==> src/rtl/spi_master_tx_shifter.sv <==
// SPI master transmit engine: pops bytes from a valid/ready FIFO read port, frames them with
// CS setup/hold and shifts them out MSB-first with a divided SCK in any CPOL/CPHA mode.
// Bytes already waiting at the end of a byte continue in the same CS frame with no SCK gap.
module spi_master_tx_shifter #(
  parameter int unsigned ClkDiv  = 4,    // clk_i cycles per SCK half-period, >= 1
  parameter int unsigned CsSetup = 2,    // CS-low cycles before the first half-period, >= 1
  parameter int unsigned CsHold  = 2,    // CS-low cycles after the last half-period, >= 1
  parameter bit          CPOL    = 1'b0, // SCK idle level
  parameter bit          CPHA    = 1'b0  // 0: sample on leading edge, 1: on trailing edge
) (
  input  logic       clk_i,
  input  logic       rst_ni,
  input  logic       tx_valid_i,
  input  logic [7:0] tx_data_i,
  output logic       tx_pop_o,
  output logic       spi_sck_o,
  output logic       spi_mosi_o,
  output logic       spi_cs_o,
  output logic       busy_o
);

  localparam int unsigned DivW   = (ClkDiv > 1) ? $clog2(ClkDiv) : 1;
  localparam int unsigned CntMax = (CsSetup > CsHold) ? CsSetup : CsHold;
  localparam int unsigned CntW   = (CntMax > 1) ? $clog2(CntMax) : 1;

  localparam logic [DivW-1:0] DivLast   = DivW'(ClkDiv - 1);
  localparam logic [CntW-1:0] SetupLast = CntW'(CsSetup - 1);
  localparam logic [CntW-1:0] HoldLast  = CntW'(CsHold - 1);

  typedef enum logic [1:0] {StIdle, StSetup, StShift, StHold} state_e;

  state_e          state_q;
  logic [7:0]      shreg_q;
  logic [3:0]      half_q;
  logic [DivW-1:0] div_q;
  logic [CntW-1:0] cnt_q;
  logic            sck_q;
  logic            mosi_q;
  logic            cs_q;
  logic            busy_q;

  logic            half_end;
  logic            last_half;
  logic            shift_edge;

  assign half_end  = (div_q == DivLast);
  assign last_half = half_end && (half_q == 4'd15);

  // Even halves end on a leading edge, odd halves on a trailing edge. Data moves on the edge
  // opposite to the sampling edge, skipping the very first (CPHA=1) or very last (CPHA=0) one.
  assign shift_edge = CPHA ? (!half_q[0] && (half_q != 4'd0))
                           : ( half_q[0] && (half_q != 4'd15));

  // The pop is combinational so the FIFO head is captured in the same cycle it is acknowledged.
  assign tx_pop_o = tx_valid_i && ((state_q == StIdle) || ((state_q == StShift) && last_half));

  assign spi_sck_o  = sck_q;
  assign spi_mosi_o = mosi_q;
  assign spi_cs_o   = cs_q;
  assign busy_o     = busy_q;

  // Framing FSM with counters and registered line outputs.
  always_ff @(posedge clk_i or negedge rst_ni) begin
    if (!rst_ni) begin
      state_q <= StIdle;
      shreg_q <= 8'h00;
      half_q  <= 4'd0;
      div_q   <= '0;
      cnt_q   <= '0;
      sck_q   <= CPOL;
      mosi_q  <= 1'b0;
      cs_q    <= 1'b1;
      busy_q  <= 1'b0;
    end else begin
      case (state_q)
        StIdle: begin
          if (tx_valid_i) begin
            state_q <= StSetup;
            shreg_q <= tx_data_i;
            mosi_q  <= tx_data_i[7];
            cs_q    <= 1'b0;
            busy_q  <= 1'b1;
            cnt_q   <= '0;
          end
        end
        StSetup: begin
          if (cnt_q == SetupLast) begin
            state_q <= StShift;
            cnt_q   <= '0;
            half_q  <= 4'd0;
            div_q   <= '0;
          end else begin
            cnt_q <= cnt_q + CntW'(1);
          end
        end
        StShift: begin
          if (half_end) begin
            div_q <= '0;
            sck_q <= ~sck_q;
            if (half_q == 4'd15) begin
              if (tx_valid_i) begin
                // Back-to-back byte: same frame, SCK cadence unbroken.
                shreg_q <= tx_data_i;
                mosi_q  <= tx_data_i[7];
                half_q  <= 4'd0;
              end else begin
                state_q <= StHold;
                cnt_q   <= '0;
              end
            end else begin
              half_q <= half_q + 4'd1;
              if (shift_edge) begin
                shreg_q <= {shreg_q[6:0], 1'b0};
                mosi_q  <= shreg_q[6];
              end
            end
          end else begin
            div_q <= div_q + DivW'(1);
          end
        end
        StHold: begin
          if (cnt_q == HoldLast) begin
            state_q <= StIdle;
            cnt_q   <= '0;
            cs_q    <= 1'b1;
            sck_q   <= CPOL;
            mosi_q  <= 1'b0;
            busy_q  <= 1'b0;
          end else begin
            cnt_q <= cnt_q + CntW'(1);
          end
        end
        default: state_q <= StIdle;
      endcase
    end
  end

endmodule

==> config.mk <==
export PLATFORM = sky130hd
export DESIGN_NAME = spi_master_tx_shifter
export DESIGN_NICKNAME = d
export VERILOG_FILES = /design/src/rtl/spi_master_tx_shifter.sv
export SDC_FILE = /design/constraint.sdc
export NUM_CORES = 1
export LEC_CHECK = 0
export CORE_ASPECT_RATIO = 0.8
export CORE_UTILIZATION = 50
export DETAILED_ROUTE_END_ITERATION = 8
export HOLD_SLACK_MARGIN = 0.03
export PLACE_DENSITY = 0.76
export SLEW_MARGIN = 25
export SYNTH_ARGS = -nofsm -noshare
export SYNTH_HDL_FRONTEND = slang
export SYNTH_SLANG_ARGS = --single-unit
==> constraint.sdc <==
create_clock -name clk_i -period 2.2 [get_ports clk_i]
set_input_delay 0.33 -clock clk_i [delete_from_list [all_inputs] [get_ports clk_i]]
set_output_delay 0.33 -clock clk_i [all_outputs]
set_load 0.05 [all_outputs]
==> impl_metrics.ini, run 1 <==
[pwr]
power.switching_mw = 0.123
switching_share_pct = 21.2
combPwrFrac_pct = 5.9
internal_power_mw = 0.458
peakVddDrop_uv = 320
power_leakage_nw = 0.689
power_frac_seq_pct = 63.3
power.density_mw_per_mm2 = 405
p_clk_share_pct = 30.8

[yosys]
yosysWarnings = 0
ys_seq_area_share_pct = 42.1
ys_seq_elements = 20
syn-num-nets = 142
synth.top_cell.area_share_pct = 39.9
avgSynthCellArea_um2 = 9.68
syn_area_mm2 = 0.00119
syn_inst = 123
ys.flop_type = dfrtp_1
yosysTopAreaCell = dfrtp_1
async_reset_ff_share_pct = 100
ys_types = 36
synth_edf_count = 0
synthTopCellsByArea = dfrtp_1 40%, ha_1 8.4%, o21ai_0 4.6%, a2bb2oi_1 4.4%, mux2i_1 4.2%

[drt]
num_vias = 994
ant_nets = 0
avgRoutedWirePerCell_um = 15.6
wirelength_mm = 2.64
dr.pass1.iters = 4
avgViaCountPerCell = 5.88
drt_iter0_markers = 29
route.detailed.drc = 0

[clocking]
clkTransAtPathRegs_ps = 110
cts_max_level = 1
cts_hold_buffers = 0
cts_root_buf = clkbuf_4
cts-buffers-inserted = 3
cts_num_sinks = 20
cts_buffer_depth = 2
cts_tree = done
clock_latency_ps = 300

[worst_setup_path]
start_kind = flip-flop
cp-end-kind = primary output
r2r-end = half_q[2]$_DFFE_PN0P_
worstSetupStartpoint = state_q[0]$_DFFE_PN0P_
r2r-start = state_q[0]$_DFFE_PN0P_
rr_worst_depth = 6
reg2reg_slack_ps = 210
crit_fanout = 8
crit_required_ps = 1870
critical_path_class = reg -> out
cp.arrival_ps = 1740
crit_end = tx_pop_o

[grt]
antenna_found_initial = 0
grt_pass1_vias = 1020
grt_remaining_overflow = 0
grt_pass1_wl_mm = 4.44
grt_max_degree = 14
met1_usage_pct = 29.3
grt.busiest_layer = met2
grt_usage_pct = 23.2
use_met2_pct = 38.6
grt_util_met3_pct = 6.25

[die]
io_pins = 16
design.die.area_mm2 = 0.00258
start_util_pct = 54.2
core_area_mm2 = 0.00220
die-width_um = 56.6
num_rows = 15
chipHeight_um = 45.7

[final_layout]
stdcell_area_mm2 = 0.00143
final_cell_mix = 19 x dfrtp_1, 14 x clkdlybuf4s50_1, 11 x o21ai_0
drive_above_1_share_pct = 11.8
diodes = 0
final_nets = 164
area_delta_synth_final_pct = 20.4
fin_cells = 169
layout_commonest_cell = dfrtp_1

[hold_path]
hp-class = in -> async

[sta]
min_period_ps = 2070
setup_viol = 0
fin_hold_ws_ps = 379
skew_ps = 8.48
worst_slew_pin_slew_ps = 575
finalSetupTns_ps = 0
relSlewSlack_pct = 61.5
finalMaxSlewViolations = 0
fmax_ghz = 0.484
finalHoldViolCount = 0
finalCritPeriodShare_pct = 93.9
rsz0062_at_grt = false

[place]
numPortBuffers = 15
dp.cells = 165
hpwlAfterDp_mm = 2.02
post_dp_cell_area_mm2 = 0.00140
globalplace.congestion = 0.815

[outcome]
status = completed

[job]
cap_violations = 0
## power groups by stage
stage	combinational [mW]	sequential (mW)	clock, mW
after floorplan	0.00571	0.375	0
after CTS	0.0346	0.368	0.185
final	0.0343	0.367	0.179
after global routing	0.0374	0.368	0.201
after global placement	0.0340	0.375	0
after detailed placement	0.0347	0.375	0
## stage by stage
stage                     worst slack (ps)  utilization, %  total power, mW
final                                  134            65.3            0.581
after global routing                  16.2            65.3            0.606
after CTS                             1.30            65.1            0.587
after detailed placement               242            63.9            0.409
after global placement                 321            63.9            0.409
after floorplan                       94.7               -            0.380
## logic make-up after synthesis
kind of cell,synth area share [%]
AO/OA/AOI/OAI,26.2
AND/OR/NAND/NOR,13.9
flip-flops,42.1
buffers and inverters,4.31
adder cells (fa/ha/maj),8.40
multiplexers,5.15
## worst min path at each step
stage | from | slack (ps) | cells after the start | endpoint
floorplan | rst_ni | 30 | 0 | busy_o$_DFFE_PN0P_
global route | rst_ni | 440 | 1 | shreg_q[0]$_DFFE_PN0P_
global placement | busy_o$_DFFE_PN0P_ | 500 | 2 | busy_o$_DFFE_PN0P_
finish | rst_ni | 380 | 1 | shreg_q[2]$_DFFE_PN0P_
detailed placement | busy_o$_DFFE_PN0P_ | 520 | 2 | busy_o$_DFFE_PN0P_
CTS | rst_ni | 400 | 1 | shreg_q[1]$_DFFE_PN0P_
## what timing repair did
action | 4_1_cts | 5_1_grt
setup endpoints to repair | 0 | 1
setup buffers | 0 | 0
resized for setup | 0 | 2
## cell usage after synthesis (2+ instances only)
library cell and n:
and3_1 2, inv_1 7, o21ai_0 11, nor2b_1 3, dfrtp_1 19, o31ai_1 2, nand2_1 9, buf_2 2
o22ai_1 6, o211ai_1 2, a21oi_1 6, a2bb2oi_1 6, ha_1 8, nor3_1 3, mux2i_1 5, nand3_1 3
nor2_1 8, a31oi_1 3
## final cells by class
class	count	area, um2
clock buffer	4	26.3
fill	189	762
inverter	7	26.3
multi-input combinational	92	643
sequential	20	502
tap	25	31.3
timing repair buffer	21	205
## registers in the layout, indices dropped and copies added (netlist names)
name and flops:
spi_sck_o 1, div_q 2, shreg_q 7, half_q 4, busy_o 1, state_q 2
spi_mosi_o 1, spi_cs_o 1, cnt_q 1
## routing by layer
| metal | up-vias | part of all wire (%) |
|---|---|---|
| li1 | 497 | - |
| met1 | 472 | 48 |
| met2 | 21 | 47 |
| met3 | 4 | 3.8 |
| met4 | 0 | 1.1 |
| met5 | - | 0 |
## worst max-delay path: stages, from the launching register on
cell     delay [ps]
dfrtp_1         440
inv_1           140
ha_2            280
buf_4           180
a31oi_1          90
nor2_2          150
buf_12          150
Note: power is estimated with default switching activity, not from simulation.
==> inputs of run 2 (changes only) <==
PLACE_DENSITY = 0.75   (was 0.76)
clock period = 2 ns   (was 2.2 ns; I/O delays follow)
==> run 2 against run 1 <==
- power increased by 9.6%
- via count grew 5.5%
- clock skew grew 5.7 ps
- utilization increased by 2.8 points
- wire length increased by 7.7%
- critical path depth decreased by 5
- cell count is 4.7% higher
- non-clock buffer count up 8
- clock-buffer cell count did not move
- flip-flop and latch count stayed put
- first-iteration DRC count rose by 52%
- critical endpoint is now spi_cs_o
- largest power group unchanged
- highest routed layer unchanged
- worst hold slack got worse by 60 ps
==> impl_metrics.ini, run 2 (same netlist as run 1, synthesis figures left out) <==
[die]
die-width_um = 56.6
design.die.area_mm2 = 0.00258
start_util_pct = 54.2
chipHeight_um = 45.7
num_rows = 15
io_pins = 16
core_area_mm2 = 0.00220

[pwr]
p_clk_share_pct = 30.3
peakVddDrop_uv = 376
switching_share_pct = 20.7
power.switching_mw = 0.132
internal_power_mw = 0.505
p_total_mw = 0.637
power_frac_seq_pct = 63.5
power_leakage_nw = 0.729
combPwrFrac_pct = 6.2
power.density_mw_per_mm2 = 426

[sta]
relSlewSlack_pct = 66.6
fmax_ghz = 0.517
finalSetupTns_ps = 0
finalHoldViolCount = 0
rsz0062_at_grt = false
min_period_ps = 1940
finalMaxSlewViolations = 0
setup_viol = 0
fin_hold_ws_ps = 319
worst_slew_pin_slew_ps = 499
skew_ps = 14.2
finalCritPeriodShare_pct = 96.8

[clocking]
clock_latency_ps = 300
clkTransAtPathRegs_ps = 110
cts_max_level = 1
cts_root_buf = clkbuf_4
cts_num_sinks = 20
cts_tree = done
cts_buffer_depth = 2
cts-buffers-inserted = 3

[drt]
drt_iter0_markers = 44
num_vias = 1049
dr.pass1.iters = 4
avgViaCountPerCell = 5.93
avgRoutedWirePerCell_um = 16.1
route.detailed.drc = 0
ant_nets = 0
wirelength_mm = 2.84

[worst_setup_path]
crit_chain = clkdlybuf4s50_1
r2r-end = half_q[2]$_DFFE_PN0P_
path_buf_inv = 1
crit_fanout = 3
crit_end = spi_cs_o
crit_required_ps = 1700
crit_cells = 1
reg2reg_slack_ps = 120
max_stage_delay_ps = 800
worstSetupStartpoint = spi_cs_o$_DFFE_PN1P_
cp.arrival_ps = 1640
start_kind = flip-flop
cp-end-kind = primary output
rr_worst_depth = 6
critical_path_class = reg -> out
r2r-start = state_q[0]$_DFFE_PN0P_
slowest_stage = clkdlybuf4s50_1
crit_family = buffers and inverters

[final_layout]
final_util_pct = 68.1
fillers = 175
drive_above_1_share_pct = 15.8
area_delta_synth_final_pct = 25.5
stdcell_area_mm2 = 0.00150
diodes = 0
largest_register_ffs = 7
final_nets = 172
layout_commonest_cell = dfrtp_1
regMostFlops = shreg_q
final_cell_mix = 19 x dfrtp_1, 14 x clkdlybuf4s50_1, 13 x buf_4
reg_top3 = shreg_q: 7 flops, half_q: 4 flops

[grt]
grt_pass1_wl_mm = 4.57
antenna_found_initial = 0
grt_pass1_vias = 960
grt_remaining_overflow = 0
grt_max_degree = 21
grt_usage_pct = 23.7

[outcome]
status = completed

[place]
globalplace.congestion = 0.824
numPortBuffers = 15
post_dp_cell_area_mm2 = 0.00144
hpwlAfterDp_mm = 2.13

[job]
cap_violations = 0

[hold_path]
hp-class = in -> async
==> run 2: power groups by stage <==
stage	sequential (mW)	combinational [mW]	clock, mW
detailed placement	0.412	0.0397	0
global route	0.404	0.0426	0.217
floorplan	0.412	0.00647	0
finish	0.404	0.0394	0.193
CTS	0.404	0.0397	0.203
global placement	0.412	0.0388	0
==> run 2: how the worst min path moves through the flow <==
stage,from,end,slack (ps),depth (start not counted)
after floorplan,rst_ni,busy_o$_DFFE_PN0P_,4,0
after global placement,busy_o$_DFFE_PN0P_,busy_o$_DFFE_PN0P_,500,2
after detailed placement,spi_cs_o$_DFFE_PN1P_,spi_cs_o$_DFFE_PN1P_,510,2
after CTS,rst_ni,shreg_q[0]$_DFFE_PN0P_,320,2
after global routing,rst_ni,shreg_q[0]$_DFFE_PN0P_,350,2
final,rst_ni,shreg_q[0]$_DFFE_PN0P_,320,2
==> run 2: stage by stage <==
stage / cells / worst slack (ps)
floorplan: 123 / 130
global placement: 170 / 203
detailed placement: 170 / 121
CTS: 174 / 3.92
global route: 177 / 17.6
finish: 177 / 65.0
==> run 2: repair_timing <==
action                                  4_1_cts  5_1_grt
setup buffers                                 0        3
endpoints found under the setup margin        0        4
hold buffers                                  0        0
resized for setup                             0        1
endpoints found under the hold margin         0        0
==> run 2: routing by layer <==
layer / global-route usage, % / share of wire [%] / vias up
met5: 0 / 0 / -
met4: 3.41 / 0.35 / 0
met3: 6.25 / 6.2 / 2
met2: 39.8 / 47 / 33
met1: 32.1 / 46 / 494
li1: - / - / 520
==> run 2: final cells by class <==
cell class	count	area [um2]	area share [%]
Clock buffer	4	26.3	1.76
Inverter	7	26.3	1.76
Multi-Input combinational cell	92	641	42.8
Sequential cell	20	502	33.6
Tap cell	25	31.3	2.09
Timing Repair Buffer	29	269	18.0
